--- config.mk ---
export PLATFORM = sky130hd
export DESIGN_NAME = priority_encoder
export DESIGN_NICKNAME = d
export VERILOG_FILES = /design/src/rtl/priority_encoder.sv
export SDC_FILE = /design/constraint.sdc
export NUM_CORES = 1
export LEC_CHECK = 0
export BUFFER_PORTS_ARGS = -buffer_cell sky130_fd_sc_hd__clkbuf_2
export CELL_PAD_IN_SITES_DETAIL_PLACEMENT = 1
export CELL_PAD_IN_SITES_GLOBAL_PLACEMENT = 1
export CORE_ASPECT_RATIO = 1.1
export CORE_MARGIN = 2
export CORE_UTILIZATION = 36
export DETAILED_ROUTE_END_ITERATION = 16
export PLACE_DENSITY_LB_ADDON = 0.1
export SLEW_MARGIN = 20
export SYNTH_ARGS = -nofsm -noshare
export SYNTH_HDL_FRONTEND = slang
export SYNTH_SLANG_ARGS = --single-unit
--- constraint.sdc ---
create_clock -name clk -period 0.8 [get_ports clk]
set_input_delay 0.04 -clock clk [delete_from_list [all_inputs] [get_ports clk]]
set_output_delay 0.04 -clock clk [all_outputs]
set_load 0.01 [all_outputs]
--- src/rtl/priority_encoder.sv ---
// Highest-index-wins priority encoder with an active-low enable.
// The index, valid flag and one-hot form are all registered.
// result is forced to 0 whenever result_valid is 0.
module priority_encoder #(
  parameter int WIDTH    = 16,
  parameter int RESULT_W = $clog2(WIDTH)
) (
  input  logic                clk,
  input  logic                rst_n,
  input  logic [WIDTH-1:0]    data,
  input  logic                enable_n,
  output logic [RESULT_W-1:0] result,
  output logic                result_valid,
  output logic [WIDTH-1:0]    onehot
);

  logic                valid_nx;
  logic [RESULT_W-1:0] idx_nx;
  logic [WIDTH-1:0]    onehot_nx;
  logic [WIDTH-1:0]    window;
  logic [WIDTH-1:0]    half_mask;
  logic                upper_any;

  // Binary search from the top: each level decides one index bit.
  // At every level the live window is split in half. If the upper half
  // has any set bit, the index bit is set and the upper half becomes the
  // new window. Otherwise the lower half becomes the new window.
  always_comb begin
    window    = data;
    idx_nx    = '0;
    half_mask = '0;
    upper_any = 1'b0;
    for (int lvl = RESULT_W - 1; lvl >= 0; lvl--) begin
      half_mask = (WIDTH'(1) << (1 << lvl)) - WIDTH'(1);
      upper_any = |((window >> (1 << lvl)) & half_mask);
      idx_nx[lvl] = upper_any;
      if (upper_any) begin
        window = (window >> (1 << lvl)) & half_mask;
      end else begin
        window = window & half_mask;
      end
    end
    valid_nx  = ~enable_n & (|data);
    if (!valid_nx) begin
      idx_nx = '0;
    end
    onehot_nx = valid_nx ? (WIDTH'(1) << idx_nx) : '0;
  end

  // Capture the next-state values each cycle; async reset clears everything.
  always_ff @(posedge clk or negedge rst_n) begin
    if (!rst_n) begin
      result       <= '0;
      result_valid <= 1'b0;
      onehot       <= '0;
    end else begin
      result       <= idx_nx;
      result_valid <= valid_nx;
      onehot       <= onehot_nx;
    end
  end

endmodule

==> flow_summary.toml <==
[detailed_routing]
ant_nets = 0
vias = 1054
drtIter0Drc = 22
drtPass1Iterations = 3
vias_per_cell = 5.433
route.detailed.drc = 0
wirelength_microns = 4193
wire_per_inst_microns = 21.61

[synth]
synth-main-ff-cell = "dfrtp_1"
synthMostInstantiatedCell = "dfrtp_1"
yosysTopAreaCell = "dfrtp_1"
synthesis.area_sq_um = 920.9
syn-num-nets = 101
syn_inst = 82
ys_seq_elements = 21
synth_area_leaders = "dfrtp_1 (57%), nor2_1 (5.7%), nor3_1 (5.4%), nor4_1 (4.8%), o32ai_4 (3.0%)"
avgSynthCellArea_sq_um = 11.23
ys_warn_count = 0
synth_top_area_share = 0.5707
synth-edff-count = 0
ys_top_cells_by_count = "dfrtp_1 (21), nor2_1 (14), nor3_1 (10), nor4_1 (7)"
ys_types = 27
async_flop_share = 1.000
synth-seq-area-share = 0.5707

[grt]
antenna_found_initial = 0
grt_pass1_vias = 1058
grt-ovfl-total = 0
grt_pass1_wl_microns = 4878
grt_max_degree = 22
grt_usage = 0.2232

[sta]
final.setup.worst_slack_ns = -0.5104
whs_ns = 0.1082
period_needed_ns = 1.310
max_freq_mhz = 763.2
finalSetupViolCount = 41
hold_viol_final = 0
tightestPinTransition_ns = 0.5131
slew_headroom = 0.6579
setup_tns_ns = -8.573
final-max-slew-violation-count = 0
grt_setup_unrepaired = "yes"
post-route-period-util = 1.638

[critical_path]
crit_path_start_kind = "primary input"
worstPathMaxFanout = 7
crit_chain = "clkbuf_2 > buf_4 > nor4b_1 > a21oi_1 > o21ai_1 > buf_4 > nor2_4 > buf_4 > nor3_2"
critPathKind = "primary input to flop"
crit_slowest_cell = "nor4b_1"
arrival_ns = 1.54
crit_end = "onehot[9]$_DFF_PN0_"
startpoint = "data[12]"
crit_path_end_kind = "flop"
worst_path_largest_cell_delay_ns = 0.33
cpMostUsedCell = "buf_4"
required_ns = 1.03

[die]
num_rows = 19
die_w_microns = 52.23
core_sq_um = 2472
die_area_sq_um = 2979
start_util = 0.3725
die_h_microns = 57.05
ios = 40

[placed_design]
hpwl_microns = 2274
place_ws_ns = -0.7851
gp_congestion = 0.8030
io_buffer_count = 39

[status]
violations = "setup timing"
outcome = "finished with violations"

[run]
drv_cap = 0

[clock_network]
cts_root_buf = "clkbuf_4"
htree_levels = 1
cts_buffers = 3
cts_tree = "done"
clk_pin_slew_ns = 0.12
clockBufferDepth = 2
clock-sinks = 21

[hold_path]
worstHoldPathType = "primary input to flop"

[finish]
multi_input_area_sq_um = 586.8
layout.nets = 183
area_growth_pct = 88.59
drive_gt1_frac = 0.6933
nFillCells = 253
register_area_sq_um = 525.5
antennaDiodeCount = 0

[power]
power.density_nw_per_um2 = 1245
ir_drop_mv = 0.8822
leakage_nw = 0.8008
timing repair:
item                                   4_1_cts  5_1_grt
hold buffers                                 1        0
setup endpoints to repair                   41       41
setup buffers                                5        6
endpoints found under the hold margin       21        0
resized for setup                           16       38
pin swaps                                    6       15
metal layers:
| layer | share of wire | vias to the layer above | track usage |
|---|---|---|---|
| met2 | 0.59 | 45 | 0.4684 |
| met3 | 0.030 | 9 | 0.02094 |
| met4 | 0.026 | 0 | 0.07326 |
| met5 | 0 | - | 0 |
| met1 | 0.35 | 535 | 0.2143 |
| li1 | - | 465 | - |
cell type report:
class                   instances  area share
clock buffers                   4     0.01513
inverters                       1    0.002161
multi-input cells              59      0.3379
flip-flops and latches         21      0.3026
well taps                      31     0.02233
repair buffers                 78      0.3199
worst min path at each step:
stage | start | to | slack [ns] | depth (start not counted)
floorplan | rst_n | onehot[0]$_DFF_PN0_ | -0.26 | 0
global placement | rst_n | result[2]$_DFF_PN0_ | 0.02 | 1
detailed placement | rst_n | result[2]$_DFF_PN0_ | 0.03 | 1
CTS | enable_n | result[3]$_DFF_PN0_ | 0.07 | 3
global route | enable_n | onehot[0]$_DFF_PN0_ | 0.11 | 4
finish | enable_n | onehot[2]$_DFF_PN0_ | 0.11 | 4
critical path, delay by kind of cell:
| family | cells | cell delay, ns |
|---|---|---|
| AND/OR/NAND/NOR | 3 | 0.57 |
| buffers and inverters | 4 | 0.56 |
| AO/OA/AOI/OAI | 2 | 0.37 |
power breakdown:
group	internal (mW)	leakage (nW)	switching, mW
Combinational	0.240	0.505	0.286
Sequential	1.09	0.281	0.00987
Clock	0.196	0.0150	0.346
Total	1.52	0.801	0.641
cells in the final DEF (no fill, tap or decap), drive strengths merged, types with 2 or more instances in the layout:
cell	Yosys	layout
nand2	3	3
a21oi	3	3
nor3	10	10
nor2	16	16
nand3	2	2
clkbuf	1	38
nor4b	2	2
nor4	8	8
buf	0	43
dfrtp	21	21
o21ai	3	3
logic make-up after synthesis:
logic type             count (synthesis)  share of synthesized area
and+or+nand+nor                       46                     0.2948
buffers and inverters                  2                   0.008144
DFF                                   21                     0.5706
AOI/OAI and AO/OA                     13                     0.1264
per-stage QoR:
stage               cells  instance area [sq um]  utilization  total power, mW
floorplan              82                  938.4            -            1.238
global placement      178                   1371       0.5547            1.463
detailed placement    178                   1371       0.5547            1.477
CTS                   188                   1529       0.6184            2.018
global route          194                   1737       0.7024            2.257
finish                194                   1737       0.7024            2.162
registers in the layout, summed over array words and instances (netlist names):
register and flops:
onehot 16, result 4, result_valid 1
(Power assumes the default switching activity.)
